==> src/rtl/me_pkg.sv <==
// me_pkg: shared definitions for the modular-exponentiation stream bridge.
//   me_state_e  - bridge FSM states
//   MeDefaultK  - default word width in bits
//   MeDefaultN  - default number of words per operand
//   clog2()     - ceiling log2, used to size word indices
package me_pkg;

  localparam int unsigned MeDefaultK = 128;
  localparam int unsigned MeDefaultN = 16;

  typedef enum logic [1:0] {
    StIdle,
    StLoad,
    StRun,
    StDrain
  } me_state_e;

  // Returns 0 for values 0 and 1 so a single-word build still gets a legal index width.
  function automatic int unsigned clog2(input int unsigned value);
    int unsigned result;
    result = 0;
    if (value > 1) begin
      for (int unsigned v = value - 1; v > 0; v = v >> 1) begin
        result = result + 1;
      end
    end
    return result;
  endfunction

endpackage

==> src/rtl/me_word_buf.sv <==
// me_word_buf: N x K word buffer with one synchronous write port and one
// combinational read port. Contents are not reset.
//   clk    in   clock (rising edge)
//   we     in   write enable
//   waddr  in   AW-bit write index
//   wdata  in   K-bit write data
//   raddr  in   AW-bit read index
//   rdata  out  K-bit word at raddr (combinational)
module me_word_buf #(
  parameter int unsigned K  = 128,
  parameter int unsigned N  = 16,
  parameter int unsigned AW = 4
) (
  input  logic          clk,
  input  logic          we,
  input  logic [AW-1:0] waddr,
  input  logic [K-1:0]  wdata,
  input  logic [AW-1:0] raddr,
  output logic [K-1:0]  rdata
);

  logic [K-1:0] mem [N];

  always_ff @(posedge clk) begin
    if (we) begin
      mem[waddr] <= wdata;
    end
  end

  assign rdata = mem[raddr];

endmodule

==> src/rtl/me_stream_bridge.sv <==
// me_stream_bridge: loads an N-word operand from a stream, hands it to a
// modular-exponentiation core, collects the N-word result and streams it out.
//   clk, rst_n     clock (rising edge), asynchronous active-low reset
//   me_start       in   one-cycle pulse, begins operand load
//   me_abort       in   cancels any operation, returns to idle
//   me_x/_valid    in   operand word stream (LSW first), me_x_ready out
//   core_start     out  one-cycle pulse on the first RUN cycle
//   core_x_addr    in   core read index, core_x_word out (combinational)
//   core_y_word/_valid in  result word stream from core (LSW first)
//   me_result/_valid   out result word stream, me_ready in
//   me_busy        out  high in any state but idle
//   me_done        out  one-cycle pulse when the last result word has transferred
//   me_err         out  sticky protocol-error flag
module me_stream_bridge
  import me_pkg::*;
#(
  parameter int unsigned K  = MeDefaultK,
  parameter int unsigned N  = MeDefaultN,
  parameter int unsigned AW = clog2(N)
) (
  input  logic          clk,
  input  logic          rst_n,
  input  logic          me_start,
  input  logic          me_abort,
  input  logic [K-1:0]  me_x,
  input  logic          me_x_valid,
  output logic          me_x_ready,
  output logic          core_start,
  input  logic [AW-1:0] core_x_addr,
  output logic [K-1:0]  core_x_word,
  input  logic [K-1:0]  core_y_word,
  input  logic          core_y_valid,
  output logic [K-1:0]  me_result,
  output logic          me_valid,
  input  logic          me_ready,
  output logic          me_busy,
  output logic          me_done,
  output logic          me_err
);

  localparam int unsigned LastIdxInt = N - 1;
  localparam logic [AW:0] LastIdx    = LastIdxInt[AW:0];

  me_state_e   state_q;
  logic [AW:0] cnt_q;
  logic        core_start_q;
  logic        me_done_q;
  logic        me_err_q;

  logic last_word;
  logic x_we;
  logic y_we;
  logic start_ok;
  logic err_evt;

  assign last_word = (cnt_q == LastIdx);

  // Buffer writes are suppressed on an abort cycle so nothing of a cancelled
  // operation lands after the cancel.
  assign x_we = (state_q == StLoad) && me_x_valid && !me_abort;
  assign y_we = (state_q == StRun) && core_y_valid && !me_abort;

  assign start_ok = (state_q == StIdle) && me_start && !me_abort;

  assign err_evt = (me_start && (state_q != StIdle)) ||
                   (me_x_valid && (state_q != StLoad)) ||
                   (core_y_valid && (state_q != StRun));

  always_ff @(posedge clk or negedge rst_n) begin
    if (!rst_n) begin
      state_q      <= StIdle;
      cnt_q        <= '0;
      core_start_q <= 1'b0;
      me_done_q    <= 1'b0;
      me_err_q     <= 1'b0;
    end else begin
      core_start_q <= 1'b0;
      me_done_q    <= 1'b0;

      // An accepted start clears the flag, but an error seen in the same
      // cycle still wins.
      if (err_evt) begin
        me_err_q <= 1'b1;
      end else if (start_ok) begin
        me_err_q <= 1'b0;
      end

      if (me_abort) begin
        state_q <= StIdle;
        cnt_q   <= '0;
      end else begin
        unique case (state_q)
          StIdle: begin
            if (me_start) begin
              state_q <= StLoad;
              cnt_q   <= '0;
            end
          end
          StLoad: begin
            if (me_x_valid) begin
              if (last_word) begin
                state_q      <= StRun;
                cnt_q        <= '0;
                core_start_q <= 1'b1;
              end else begin
                cnt_q <= cnt_q + 1'b1;
              end
            end
          end
          StRun: begin
            if (core_y_valid) begin
              if (last_word) begin
                state_q <= StDrain;
                cnt_q   <= '0;
              end else begin
                cnt_q <= cnt_q + 1'b1;
              end
            end
          end
          StDrain: begin
            if (me_ready) begin
              if (last_word) begin
                state_q   <= StIdle;
                cnt_q     <= '0;
                me_done_q <= 1'b1;
              end else begin
                cnt_q <= cnt_q + 1'b1;
              end
            end
          end
          default: begin
            state_q <= StIdle;
            cnt_q   <= '0;
          end
        endcase
      end
    end
  end

  // Operand buffer is written only in LOAD, so it stays frozen for the core
  // through RUN and DRAIN.
  me_word_buf #(
    .K  (K),
    .N  (N),
    .AW (AW)
  ) u_op_buf (
    .clk   (clk),
    .we    (x_we),
    .waddr (cnt_q[AW-1:0]),
    .wdata (me_x),
    .raddr (core_x_addr),
    .rdata (core_x_word)
  );

  me_word_buf #(
    .K  (K),
    .N  (N),
    .AW (AW)
  ) u_res_buf (
    .clk   (clk),
    .we    (y_we),
    .waddr (cnt_q[AW-1:0]),
    .wdata (core_y_word),
    .raddr (cnt_q[AW-1:0]),
    .rdata (me_result)
  );

  assign me_x_ready = (state_q == StLoad);
  assign me_busy    = (state_q != StIdle);
  assign me_valid   = (state_q == StDrain);
  assign core_start = core_start_q;
  assign me_done    = me_done_q;
  assign me_err     = me_err_q;

endmodule

==> config.mk <==
export PLATFORM = sky130hd
export DESIGN_NAME = me_stream_bridge
export DESIGN_NICKNAME = d
export VERILOG_FILES = /design/src/rtl/me_pkg.sv /design/src/rtl/me_word_buf.sv /design/src/rtl/me_stream_bridge.sv
export SDC_FILE = /design/constraint.sdc
export NUM_CORES = 2
export LEC_CHECK = 0
export CAP_MARGIN = 20
export CORE_MARGIN = 2
export CORE_UTILIZATION = 61
export DETAILED_ROUTE_END_ITERATION = 10
export HOLD_SLACK_MARGIN = 0.05
export PLACE_DENSITY = 0.88
export REMOVE_ABC_BUFFERS = 1
export SYNTH_ARGS = -nofsm -noshare
export SYNTH_HDL_FRONTEND = slang
export SYNTH_HIERARCHICAL = 1
export SYNTH_SLANG_ARGS = --single-unit
==> constraint.sdc <==
create_clock -name clk -period 14.1 [get_ports clk]
set_clock_uncertainty 0.05 [all_clocks]
set_input_delay 2.82 -clock clk [delete_from_list [all_inputs] [get_ports clk]]
set_output_delay 2.82 -clock clk [all_outputs]
set_load 0.05 [all_outputs]
== Word-level counts from Yosys, hierarchy flattened ==
Memories as Yosys holds them, arrays and structs flattened.
Index checks and enable logic that the tools add are counted.

* Flip-flop bits (word level): 10
* Bits in writable memories: 4096
* Bits of input ports: 267
* Output and inout bits: 262
* Word-level logic and storage cells: 67
* Memories: 2

* $add $sub $neg: 1
* Equal/unequal tests: 13
* Mux-type cells: 29
* Reductions and logical operators: 17

{| class="wikitable"
|+ Memory list
! memory !! depth !! width !! rd ports !! clocked after memory_dff !! wr ports !! line !! source
|-
| u_op_buf.mem || 16 || 128 || 1 || 0 || 1 || me_word_buf.sv:22 || <nowiki>logic [K-1:0] mem [N];</nowiki>
|-
| u_res_buf.mem || 16 || 128 || 1 || 0 || 1 || me_word_buf.sv:22 ||
|}

{| class="wikitable"
|+ Operators by type and width
! operator !! count
|-
| two-way mux 5 bit || 6
|-
| case mux 5 bit (4 select lines) || 1
|-
| two-way mux 2 bit || 8
|-
| two-way mux 1 bit || 13
|-
| != test 3 bit (second input constant) || 4
|-
| logical AND 1 bit || 9
|-
| != test 3 x 2 -> 1 bit (second input constant) || 3
|-
| case mux 2 bit (4 select lines) || 1
|-
| AND reduction 7 bit || 1
|-
| adder 5 x 1 -> 5 bit (second input constant) || 1
|-
| equality test 5 x 4 -> 1 bit (second input constant) || 1
|-
| equality test 2 bit (second input constant) || 2
|-
| AND reduction 4 bit || 1
|-
| nonzero test 2 bit || 2
|-
| equality test 2 x 1 -> 1 bit (second input constant) || 1
|-
| logical NOT 2 bit || 1
|-
| logical OR 1 bit || 2
|-
| != test 2 x 1 -> 1 bit (second input constant) || 1
|-
| != test 2 bit (second input constant) || 1
|-
| logical NOT 1 bit || 1
|}

== Depth between registers and ports, before layout ==
* Word-level depth: 5
* Depth in mapped cells: 9
* Depth with buffers taken out: 6

== Cells and area by module ==
The synthesis kept the hierarchy.

{| class="wikitable"
|+ Modules (own cells, without submodules)
! module !! times used !! cells each !! area an instance (um^2) !! seq. area each (um^2)
|-
| me_word_buf at u_res_buf || 1 || 3229 || 76882.5 || 61499.0
|-
| me_word_buf at u_op_buf || 1 || 3237 || 76768.6 || 61499.0
|-
| me_stream_bridge || 1 || 64 || 630.6 || 250.2
|}

== Worst setup path before layout ==
Ideal clock, no wire load.

* Path kind: input to register
* Start point: input me_abort
* End point: memory u_res_buf.mem[0][0] (enable)
* Setup time: 0.772 ns
* Data arrival time: 12.408 ns
* Required time: 13.278 ns
* Setup slack: 0.870 ns
* Cell stages on the path: 4
* Path buffers: 1
* Cell sequence: buf_6 nor3b_1 or3b_2 nor3_1

* Longest elaborated chain between the ends: 4

{| class="wikitable"
|+ Ends and longest elaborated chain
! element !! line !! source
|-
| start: declaration || me_stream_bridge.sv:24 || <nowiki>input logic me_abort,</nowiki>
|-
| logical NOT 1 bit || me_stream_bridge.sv:61 || <nowiki>assign y_we = (state_q == StRun) && core_y_valid && !me_abort;</nowiki>
|-
| logical AND 1 bit || me_stream_bridge.sv:61 ||
|-
| named net y_we || me_stream_bridge.sv:52 || <nowiki>logic y_we;</nowiki>
|-
| two-way mux 1 bit || me_word_buf.sv:25 || <nowiki>if (we) begin</nowiki>
|-
| two-way mux 1 bit (implied by the code) || me_word_buf.sv:26 || <nowiki>mem[waddr] <= wdata;</nowiki>
|-
| end: declaration || me_word_buf.sv:22 ||
|}

The timed path passes the listed nets, and every way through them passes these cells.

== Worst setup path after layout ==
* Start point: input core_x_addr[2]
* End point: output core_x_word[97]

* Longest elaborated chain between the ends: 1

{| class="wikitable"
|+ Ends and longest elaborated chain
! element !! line !! source
|-
| start: declaration || me_stream_bridge.sv:29 || <nowiki>input logic [AW-1:0] core_x_addr,</nowiki>
|-
| memory read (16 x 128 bit) || n/a ||
|-
| end: declaration || me_stream_bridge.sv:30 || <nowiki>output logic [K-1:0] core_x_word,</nowiki>
|}

No other way between the ends.

==> metrics.txt <==
largest family of logic cells by synthesized area multiplexers; cell taking the most area after synthesis edfxtp_1; WHS 0.459 ns; CP Cell Sequence buf_4, inv_2, buf_4, nor2_4, buf_4, a22oi_1, nand2_1, clkdlybuf4s50_1; GPL Wtd Cong 0.764; RSZ-0062 raised after global routing no; Detailed Route Iter0 Violations 15,710; Worst path slowest cell buf_4; maximum VDD drop 0.190 mV; synth warn 6; WP data required 11.23 ns; die width 507 um; post-synthesis compound-gate area fraction 2.79%; Core Box Area 0.251 sq mm; Post-CTS Setup Inserts 0; peak per-stage delay on the critical path 0.99 ns; R2R depth 9; # rows 184; Max-cap violations 0; Area Growth Syn to Fin 14.3%; clk root buf clkbuf_16; hold_sp cnt_q[4]$_DFFE_PN0P_; worst slack at placement 4.49 ns; EDFF count, synth 4,096; Startpoint Class input port; Synth async-reset ratio 0.244%; Bufs and invs on worst path 5; syn_area_per_cell 23.6 sq um; H-tree Lvls 5; Tot GR Track Use 36.2%; Via density 7.44; Clock Sink Count 4,106; simple-gate share of the synthesized area 1.02%; top-count cell post-synth edfxtp_1; CTS Buf Count 401; fmax 102 MHz; worst setup path category in2out; relative max-transition margin 4.28%; flops & latches, synth 4,106; clock-pin slew on the worst setup and hold paths 0.06 ns; Post-Syn Area 0.154 sq mm; Die Span Y 507 um; RR Startpoint state_q[0]$_DFFE_PN0P_; worst slew pin tran 1.44 ns; top post-synthesis cells by count edfxtp_1, mux4_2, a22oi_1, nand2_1, clkbuf_1; max-slew violations 0; leakage 54.4 nW; largest net degree at the start of global routing 164; Pwr Density 161 mW/mm^2; mux cell area share after synthesis 15.1%; Die ar. 0.257 sq mm; Yosys cell types 45; final setup fails 0; hold path endpoint cnt_q[4]$_DFFE_PN0P_; worst r2r dst u_res_buf/mem[9][41]$_DFFE_PP_; slack of the critical path 4.33 ns; vias in the first global route 80,671; outcome finished clean; Remaining DRCs 0; final period utilization 69.3%; arrival time worst endpoint 6.90 ns; most frequent CP cell buf_4; post-synth top area share 79.7%; CTS tree yes; routed wire length per instance 42.2 um; clk_lat worst skew 1.00 ns; dominant cells by area after synthesis edfxtp_1, mux4_2, a22oi_1; Detailed Route WL 462,000 um; drt first pass iters 7; Hold Fails Final Rpt 0; I/O pins 529; Mapped Cells 6,530; ANT nets after route 0; fin crit period 9.77 ns; CP top delay family buffers and inverters; Min-Delay Path Class reg2reg; Post-Synth XOR/XNOR Area 0%; port bufs 528; share of layout cells above drive strength 1 23.2%; initial antenna violation count 104; Starting Density 61.4%; post-CTS sizing 0; first-pass GRT wire length 647,000 um; Vias 81,414; grt ovf 0; Final HPWL DP 206,000 um; worst-path fanout max 60; Main synth FF type edfxtp_1; Synth Area in Adders 0.0487%; CP Capture Type primary output; WP depth 8; sequential share of the synthesized area 79.9%; Bufs on Longest Clock Path 4; count of hold buffers inserted by post-cts repair 0; reg2reg setup slack 8.47 ns; hold path depth 1; Final #Nets 7,498; setup_tns 0 ns
placed cells by master, fill, tap and decap left out, drive strengths merged, types with 26 or more instances in the layout:
cell type / netlist / layout
nor2b: 41 / 41
clkbuf: 157 / 484
diode: 0 / 57
nor2: 35 / 35
buf: 196 / 121
mux2: 64 / 64
mux4: 953 / 953
nand2: 213 / 213
mux2i: 111 / 111
bufinv: 0 / 36
a22oi: 434 / 434
clkinv: 0 / 164
clkdlybuf4s50: 0 / 524
a21oi: 26 / 26
edfxtp: 4096 / 4096
how the worst max path moves through the flow:
stage                                   end                  from  slack (ns)
5_1_grt                     core_x_word[69]        core_x_addr[0]        4.24
3_3_place_gp                core_x_word[97]        core_x_addr[2]        4.52
3_5_place_dp                core_x_word[97]        core_x_addr[2]        4.49
6_report                    core_x_word[97]        core_x_addr[2]        4.33
4_1_cts                     core_x_word[69]        core_x_addr[0]        4.44
2_1_floorplan  u_op_buf/mem[0][0]$_DFFE_PP_  cnt_q[0]$_DFFE_PN0P_      -44.09
worst reg2reg max path, cell delays in order (launching register included):
cell	delay, ns
dfrtp_1	0.40
inv_1	0.13
ha_1	0.23
inv_1	0.08
nor3b_1	0.84
nand3b_1	0.48
nor2_4	0.44
buf_4	0.54
buf_4	0.89
buf_4	1.05
report_power, final:
| part | total (W) | internal [W] | switching (W) |
|---|---|---|---|
| Sequential | 0.0136 | 0.0135 | 0.0000797 |
| Combinational | 0.00402 | 0.00158 | 0.00244 |
| Clock | 0.0107 | 0.00592 | 0.00477 |
through the flow:
stage | instance area, sq um | util (%) | std cells | total power [W]
after floorplan | 153000 | - | 6177 | 0.0176
after global placement | 164000 | 65.0 | 10163 | 0.0175
after detailed placement | 164000 | 65.1 | 10167 | 0.0177
after CTS | 176000 | 70.1 | 10876 | 0.0283
after global routing | 176000 | 70.1 | 10907 | 0.0288
final | 176000 | 70.2 | 10936 | 0.0283
layout make-up:
class,instances,area [sq um]
sequential,4106,123000
fill,13012,75000
multi-input combinational,2064,29500
clock buffer,484,10400
timing repair buffer,645,6640
tap,3348,4190
clock inverter,225,2200
antenna,57,143
inverter,7,26.3
per-layer routing:
| metal | GRT usage, % | up-vias | part of all wire (%) |
|---|---|---|---|
| li1 | - | 29505 | - |
| met1 | 44.2 | 41533 | 30 |
| met2 | 58.9 | 8393 | 50 |
| met3 | 10.2 | 1893 | 13 |
| met4 | 20.3 | 90 | 7.3 |
| met5 | 0 | - | 0.12 |
flip-flops by register name (all words and copies together) (netlist names):
register,cells
cnt_q,5
core_start,1
me_done,1
me_err,1
state_q,2
u_op_buf/mem,2048
u_res_buf/mem,2048
cell families after synthesis:
| kind of cell | after synthesis |
|---|---|
| mux | 1128 |
| simple gates | 349 |
| compound gates | 581 |
| fa+ha+maj | 6 |
| flops | 4106 |
| buf+inv | 360 |
Note: power is estimated with default switching activity, not from simulation.
